$ cat src/rtl/freq_div_prog_if.sv
// freq_div_prog_if: control/status bundle of the programmable divider.
// master drives en/div_val/div_load; slave (divider) drives clk_div/div_tick/div_err.
interface freq_div_prog_if #(
  parameter int WIDTH = 8
);
  logic             en;
  logic [WIDTH-1:0] div_val;
  logic             div_load;
  logic             clk_div;
  logic             div_tick;
  logic             div_err;

  modport master (
    output en, div_val, div_load,
    input  clk_div, div_tick, div_err
  );

  modport slave (
    input  en, div_val, div_load,
    output clk_div, div_tick, div_err
  );
endinterface

$ cat src/rtl/freq_div_prog.sv
// freq_div_prog: runtime-programmable integer divider, N in 2..2^WIDTH-1.
// Ports: clk, rst_n (async, active low); bus.slave: en, div_val, div_load
// in; clk_div, div_tick, div_err out. Macro FREQ_DIV_ODD50_EN adds a
// falling-edge flop giving 50% duty on odd N.
module freq_div_prog #(
  parameter int WIDTH       = 8,
  parameter int DEFAULT_DIV = 6
) (
  input  logic           clk,
  input  logic           rst_n,
  freq_div_prog_if.slave bus
);
  localparam logic [WIDTH-1:0] DEF_DIV = WIDTH'(DEFAULT_DIV);
  localparam logic [WIDTH-1:0] ONE     = WIDTH'(1);
  localparam logic [WIDTH-1:0] TWO     = WIDTH'(2);

  logic [WIDTH-1:0] cnt_q, cnt_d;
  logic [WIDTH-1:0] act_q, act_d;
  logic [WIDTH-1:0] pend_q, pend_d;
  logic             vld_q, vld_d;
  logic             q_pos_q, q_pos_d;
  logic             tick_q, tick_d;
  logic             err_q, err_d;
  logic [WIDTH:0]   half_pt;
  logic             last;
  logic             load_ok;
  logic             apply;

  always_comb begin
    half_pt = ({1'b0, act_q} + (WIDTH+1)'(1)) >> 1;
    last    = (cnt_q == act_q - ONE);
    load_ok = bus.div_load && (bus.div_val >= TWO);
    err_d   = bus.div_load && (bus.div_val < TWO);
    // pending N lands only where no partial phase can result
    apply   = vld_q && (!bus.en || last);
  end

  always_comb begin
    cnt_d   = (!bus.en || last) ? '0 : cnt_q + ONE;
    act_d   = apply ? pend_q : act_q;
    pend_d  = load_ok ? bus.div_val : pend_q;
    // a load on the wrap edge re-arms for the next boundary
    vld_d   = load_ok || (vld_q && !apply);
    q_pos_d = bus.en && ({1'b0, cnt_d} >= half_pt);
    tick_d  = bus.en && (cnt_d == act_q - ONE);
  end

  always_ff @(posedge clk or negedge rst_n) begin
    if (!rst_n) begin
      cnt_q   <= '0;
      act_q   <= DEF_DIV;
      pend_q  <= DEF_DIV;
      vld_q   <= 1'b0;
      q_pos_q <= 1'b0;
      tick_q  <= 1'b0;
      err_q   <= 1'b0;
    end else begin
      cnt_q   <= cnt_d;
      act_q   <= act_d;
      pend_q  <= pend_d;
      vld_q   <= vld_d;
      q_pos_q <= q_pos_d;
      tick_q  <= tick_d;
      err_q   <= err_d;
    end
  end

`ifdef FREQ_DIV_ODD50_EN
  logic q_neg_q, q_neg_d;

  // gated by odd N so the half-cycle extension stays with the odd period
  // that produced it, even across a reload to an even N
  always_comb begin
    q_neg_d = bus.en && q_pos_q && act_q[0];
  end

  always_ff @(negedge clk or negedge rst_n) begin
    if (!rst_n) begin
      q_neg_q <= 1'b0;
    end else begin
      q_neg_q <= q_neg_d;
    end
  end

  assign bus.clk_div = q_pos_q | q_neg_q;
`else
  assign bus.clk_div = q_pos_q;
`endif

  assign bus.div_tick = tick_q;
  assign bus.div_err  = err_q;
endmodule

$ cat src/flat_wrapper.sv
// flat-port wrapper written by rule: the top's interface ports become plain ports
module freq_div_prog_flat 
#(
  parameter int WIDTH       = 8,
  parameter int DEFAULT_DIV = 6
)
  (clk, rst_n, bus_en, bus_div_val, bus_div_load, bus_clk_div, bus_div_tick, bus_div_err);
  freq_div_prog_if #(.WIDTH(WIDTH)) bus_i ();
  input  logic clk;
  input  logic rst_n;
  input wire logic [$bits(bus_i.en)-1:0] bus_en;
  input wire logic [$bits(bus_i.div_val)-1:0] bus_div_val;
  input wire logic [$bits(bus_i.div_load)-1:0] bus_div_load;
  output wire logic [$bits(bus_i.clk_div)-1:0] bus_clk_div;
  output wire logic [$bits(bus_i.div_tick)-1:0] bus_div_tick;
  output wire logic [$bits(bus_i.div_err)-1:0] bus_div_err;
  assign bus_i.en = bus_en;
  assign bus_i.div_val = bus_div_val;
  assign bus_i.div_load = bus_div_load;
  assign bus_clk_div = bus_i.clk_div;
  assign bus_div_tick = bus_i.div_tick;
  assign bus_div_err = bus_i.div_err;
  freq_div_prog #(.WIDTH(WIDTH), .DEFAULT_DIV(DEFAULT_DIV)) u_core (.clk(clk), .rst_n(rst_n), .bus(bus_i));
endmodule
$ cat config.mk
export PLATFORM = sky130hd
export DESIGN_NAME = freq_div_prog_flat
export DESIGN_NICKNAME = d
export VERILOG_FILES = /design/src/rtl/freq_div_prog_if.sv /design/src/rtl/freq_div_prog.sv /design/src/flat_wrapper.sv
export SDC_FILE = /design/constraint.sdc
export NUM_CORES = 1
export LEC_CHECK = 0
export BUFFER_PORTS_ARGS = -buffer_cell sky130_fd_sc_hd__buf_2
export CAP_MARGIN = 20
export CELL_PAD_IN_SITES_DETAIL_PLACEMENT = 1
export CELL_PAD_IN_SITES_GLOBAL_PLACEMENT = 2
export CORE_ASPECT_RATIO = 1.5
export CORE_MARGIN = 4
export CORE_UTILIZATION = 34
export DETAILED_ROUTE_END_ITERATION = 10
export PLACE_DENSITY_LB_ADDON = 0.1
export RECOVER_POWER = 25
export SLEW_MARGIN = 20
export SYNTH_ARGS = -nofsm -noshare
export SYNTH_HDL_FRONTEND = slang
export SYNTH_SLANG_ARGS = --single-unit
export TNS_END_PERCENT = 10
$ cat constraint.sdc
create_clock -name clk -period 4.1 [get_ports clk]
set_clock_uncertainty 0.2 [all_clocks]
set_input_delay 1.23 -clock clk [delete_from_list [all_inputs] [get_ports clk]]
set_output_delay 1.23 -clock clk [all_outputs]
set_load 0.1 [all_outputs]
# Word-level counts from Yosys, hierarchy flattened
# Index checks and enable logic that the tools add are counted.
totals:
  input_bits: 12
  register_bits: 28
classes:
  add_sub_neg: 3
  mux: 1
  order_cmp: 3
  n_eq_ne: 2
  reduce_logical: 10
op_table:
  columns: ["op", "n"]
  rows:
  - ["$eq 8x8->1", 2]
  - ["$add 8x1->9 const B", 1]
  - ["$add 8x1->8 const B", 1]
  - ["$ge 8x2->1 const B", 1]
  - ["$ge 8x8->1", 1]
  - ["$lt 8x2->1 const B", 1]
  - ["$mux 8", 1]
  - ["$sub 8x1->8 const B", 1]
  - ["$logic_and 1x1->1", 6]
  - ["$logic_not 1->1", 2]
  - ["$logic_or 1x1->1", 2]

# Depth between registers and ports, before layout
depth:
  ltp_word: 7
  mapped_depth: 16
  depth_no_buf: 14

# Worst setup path after synthesis
# No wires, ideal clock.
synth_path:
  path_type: "reg2reg"
  startpoint: "register u_core.act_q[0]"
  endpoint: "register u_core.q_pos_q, in the netlist u_core.bus.clk_div"
  setup_time_ns: 0.119
  period_less_slack_ns: 3.874
  path_stages_with_launch: 17
  slack_ns: 0.226
  n_path_buf: 3
  required_ns: 3.781
  t_arrival_ns: 3.555
  path_cell_list: "dfrtp_1 -> clkbuf_1 -> inv_1 -> ha_1 -> or3b_1 -> buf_2 -> o41ai_1 -> or3b_2 -> o41ai_4 -> clkbuf_1 -> nor2_1 -> ha_1 -> a21o_1 -> a21o_1 -> a21oi_1 -> o21ai_0 -> and2_1"
synth_via:
  elab_chain_len: 6
  word_cells_on_any_way: 7
synth_lines:
  columns: ["element", "line_no", "rtl"]
  rows:
  - ["start, declared", "freq_div_prog.sv:18", "logic [WIDTH-1:0] act_q, act_d;"]
  - ["start signal, assigned", "freq_div_prog.sv:59", "act_q <= act_d;"]
  - ["$sub 8x1->8", "freq_div_prog.sv:31", "last = (cnt_q == act_q - ONE);"]
  - ["$eq 8x8->1", "freq_div_prog.sv:31", null]
  - ["$logic_or 1x1->1", "freq_div_prog.sv:39", "cnt_d = (!bus.en || last) ? '0 : cnt_q + ONE;"]
  - ["$mux 8", "freq_div_prog.sv:39", null]
  - ["net u_core.cnt_d[5]", "freq_div_prog.sv:17", "logic [WIDTH-1:0] cnt_q, cnt_d;"]
  - ["$ge 8x8->1", "freq_div_prog.sv:44", "q_pos_d = bus.en && ({1'b0, cnt_d} >= half_pt);"]
  - ["$logic_and 1x1->1", "freq_div_prog.sv:44", null]
  - ["net u_core.q_pos_d", "freq_div_prog.sv:21", "logic q_pos_q, q_pos_d;"]
  - ["end signal, assigned", "freq_div_prog.sv:62", "q_pos_q <= q_pos_d;"]
  - ["end, declared", "freq_div_prog.sv:21", null]
# The timed path passes the listed nets, and every way through them passes these cells.
# A chain may end at the register's enable or synchronous reset.

# Final worst setup path
layout_path:
  startpoint: "register u_core.act_q[1]"
  endpoint: "register u_core.q_pos_q, in the netlist u_core.bus.clk_div"
layout_via:
  elab_chain_len: 6
  word_cells_on_any_way: 7
layout_lines:
  columns: ["element", "line_no"]
  rows:
  - ["$sub 8x1->8", "freq_div_prog.sv:31"]
  - ["$eq 8x8->1", "freq_div_prog.sv:31"]
  - ["$logic_or 1x1->1", "freq_div_prog.sv:39"]
  - ["$mux 8", "freq_div_prog.sv:39"]
  - ["$ge 8x8->1 (*)", "freq_div_prog.sv:44"]
  - ["$logic_and 1x1->1 (*)", "freq_div_prog.sv:44"]
  - ["net u_core.q_pos_d", "freq_div_prog.sv:21"]
# The timed path passes the listed nets; every way through them passes the cells marked *.

==> results.py <==
metrics = {
    "cells_and_area": {
        "drive_gt1_share_pct": 19.6,
        "final_util_pct": 38.8,
        "diodes": 0,
        "n_fill_cell": 608,
        "layout.nets": 227,
        "area_growth_pct": 9.34,
        "stdcell_count": 272,
    },
    "place": {
        "gp_congestion": 0.889,
        "io_buffers": 14,
        "dp_cells": 268,
        "pre_cts_ws_ps": 173,
        "hpwl_um": 3660,
    },
    "critical_path": {
        "critPathArrivalTime_ps": 3890,
        "required_ps": 4080,
        "crit_fanout": 7,
        "end_kind": "flip-flop",
        "critical_path_class": "reg -> reg",
        "critPathLaunchType": "flip-flop",
    },
    "power": {
        "power_density_nw_per_um2": 415,
        "clockPowerShare_pct": 18.8,
        "p_int_uw": 519,
        "p_sw_share_pct": 38.5,
        "p_seq_share_pct": 43.8,
        "vdd_ir_drop_max_mv": 0.156,
        "p_leak_nw": 0.911,
        "p_comb_share_pct": 37.4,
        "p_switching_uw": 325,
    },
    "synth": {
        "synth_ff_type": "dfrtp_1",
        "ys_seq_area_share_pct": 37.9,
        "synth.distinct_cells": 47,
        "synth_top_area_share_pct": 32.3,
        "synthArstFlopShare_pct": 100,
        "yosysTopAreaCell": "dfrtp_1",
        "yosysWarningCount": 0,
        "synth_area_leaders": "dfrtp_1 32%, ha_1 6.7%, xnor2_1 6.6%",
        "netlist_area_um2": 1860,
        "ys_ff_latch": 28,
        "synth_cells": 193,
        "avgSynthCellArea_um2": 9.65,
        "synth_nets": 215,
        "synth_enable_flop_cells": 0,
    },
    "status": {
        "violations": "max-capacitance violations, max-slew violations",
        "status": "finished, violations left",
    },
    "timing": {
        "clock.fmax_ghz": 0.256,
        "slew_violations": 29,
        "hold_ws_ps": 262,
        "rsz0062_at_grt": "no",
        "period_minus_slack_ps": 3910,
        "final.setup.worst_slack_ps": 186,
        "hold_viol_final": 0,
        "final-setup-viol-count": 0,
        "max_slew_margin_pct": -2.81,
        "period_share_pct": 95.5,
        "worst_pin_slew_ps": 1540,
        "fin_setup_tns_ps": 0,
    },
    "floorplanning": {
        "io-pin-count": 15,
        "die_area_um2": 6750,
        "start_util_pct": 35.5,
        "fp.dieH_um": 98.6,
        "die_w_um": 68.4,
        "row_count": 32,
        "core_area_um2": 5250,
    },
    "clocking": {
        "clockBufferDepth": 2,
        "cts-root-buf": "clkbuf_8",
        "clkTransAtPathRegs_ps": 100,
        "cts_buffers": 3,
        "cts-resized-gates": 0,
        "cts_tree": "yes",
        "clk_latency_ps": 280,
        "cts.sinks": 28,
        "cts_setup_buffers": 0,
        "h-tree-depth": 1,
        "hold_buffers": 0,
    },
    "grt": {
        "grt_pass1_vias": 1643,
        "grtUsageTotal_pct": 15.5,
        "antenna_found_initial": 0,
        "grt_pass1_wl_um": 7950,
        "grt_max_degree": 29,
        "grt_overflow": 0,
    },
    "hold_path": {
        "min_path_type": "reg -> reg",
    },
    "drt": {
        "wl_met2_um": 2570,
        "dr.first_iter.drc_count": 35,
        "first_pass_iters": 4,
        "final_antenna_net_count": 0,
        "highest_layer": "met4",
        "met1_length_um": 1730,
        "viasPerCell": 5.44,
        "routed-via-count": 1479,
        "routed_wirelength_um": 4520,
        "drcViolationCount": 0,
        "wl_per_cell_um": 16.6,
        "route.met3.wl_um": 101,
    },
    "flow_run": {
        "cap_viol_max_count": 1,
    },
}
cells by family (layout without fill, tap and decap cells):
logic type	count (synthesis)	count (layout)	share of synthesized area (%)
AOI/OAI and AO/OA	30	30	12.8
xor gates and xnor gates	26	26	13.0
muxes	9	9	5.44
adders and majority gates	10	10	6.72
and+or+nand+nor	73	73	20.2
buffers and inverters	17	28	3.97
DFF	28	28	37.9
power by group through the flow:
stage               registers [mW]  logic, mW  clock network, mW
global route                 0.377      0.349              0.178
global placement             0.371      0.314                  0
floorplan                    0.344      0.267                  0
detailed placement           0.375      0.321                  0
finish                       0.370      0.316              0.159
CTS                          0.370      0.323              0.167
sequential cells by signal, indices dropped and copies added (netlist names):
name / cells
u_core.act_q: 8
u_core.cnt_q: 8
u_core.pend_q: 8
u_core.bus.clk_div: 1
u_core.bus.div_err: 1
u_core.bus.div_tick: 1
u_core.vld_q: 1
cells in the mapped netlist, types with 3 or more instances:
cell type and number:
nand2_1 25, dfrtp_1 24, xnor2_1 14, nor2_1 11, xor2_1 11, ha_1 10, nand3_1 10, mux2_2 9
inv_1 7, o21ai_0 7, clkbuf_1 6, nand4_1 5, a21oi_1 4, dfstp_2 4, and3_1 3, nor3_1 3
per-stage QoR:
step | cell area, um2 | total power [mW]
global route | 2040 | 0.904
CTS | 2040 | 0.859
detailed placement | 1990 | 0.696
global placement | 1990 | 0.685
finish | 2040 | 0.844
floorplan | 1860 | 0.611
area by class of cell:
type	count	area, um2	area share (%)
inverters	7	26.3	1.29
well taps	68	85.1	4.18
clock buffers	4	45.0	2.21
repair buffers	17	91.3	4.49
flip-flops and latches	28	706	34.7
multi-input cells	148	1080	53.2
worst paths after layout:
| kind | slack, ps | to | cells after the start | from |
|---|---|---|---|---|
| worst max-delay path | 190 | u_core.bus.clk_div | 14 | u_core.act_q[1] |
| worst min register to register | 260 | u_core.pend_q[1] | 2 | u_core.pend_q[1] |
| worst max register to register | 190 | u_core.bus.clk_div | 14 | u_core.act_q[1] |
| max in group asynchronous | 1690 | u_core.pend_q[4] | 1 | rst_n |
| worst min-delay path | 260 | u_core.pend_q[1] | 2 | u_core.pend_q[1] |
| min in group asynchronous | 1100 | u_core.cnt_q[0] | 1 | rst_n |
placed cells by master, fill, tap and decap left out, types with 2 or more instances in the layout:
master    synthesis  routed
a21o_1            2       2
a21oi_1           4       4
a31oi_1           2       2
and2_1            2       2
and3_1            3       3
buf_2             2      13
buf_4             0       3
clkbuf_1          6       2
clkbuf_8          0       3
dfrtp_1          24      24
dfstp_2           4       4
ha_1             10      10
inv_1             7       7
mux2_2            9       9
nand2_1          25      25
nand2b_1          2       2
nand3_1          10      10
nand4_1           5       5
nor2_1           11      11
nor3_1            3       3
nor4_1            2       2
o21ai_0           7       7
o31ai_1           2       2
or2_2             2       2
or4_1             2       2
xnor2_1          14      14
xor2_1           11      11
worst max-delay path: stages, from the launching register on:
cell	delay [ps]
dfstp_2	420
inv_1	70
ha_1	200
or3b_1	490
or4_1	490
a21oi_2	240
o41ai_4	120
or2_2	340
ha_1	300
nand2b_1	140
a21oi_1	140
o31ai_1	80
a31oi_1	290
o21ai_0	110
and2_1	160
routing by layer:
layer	global-route usage, %	up-vias
met5	0	-
met4	5.97	0
met3	1.82	10
met2	27.8	22
met1	17.8	742
li1	-	705
Note: power is estimated with default switching activity, not from simulation.
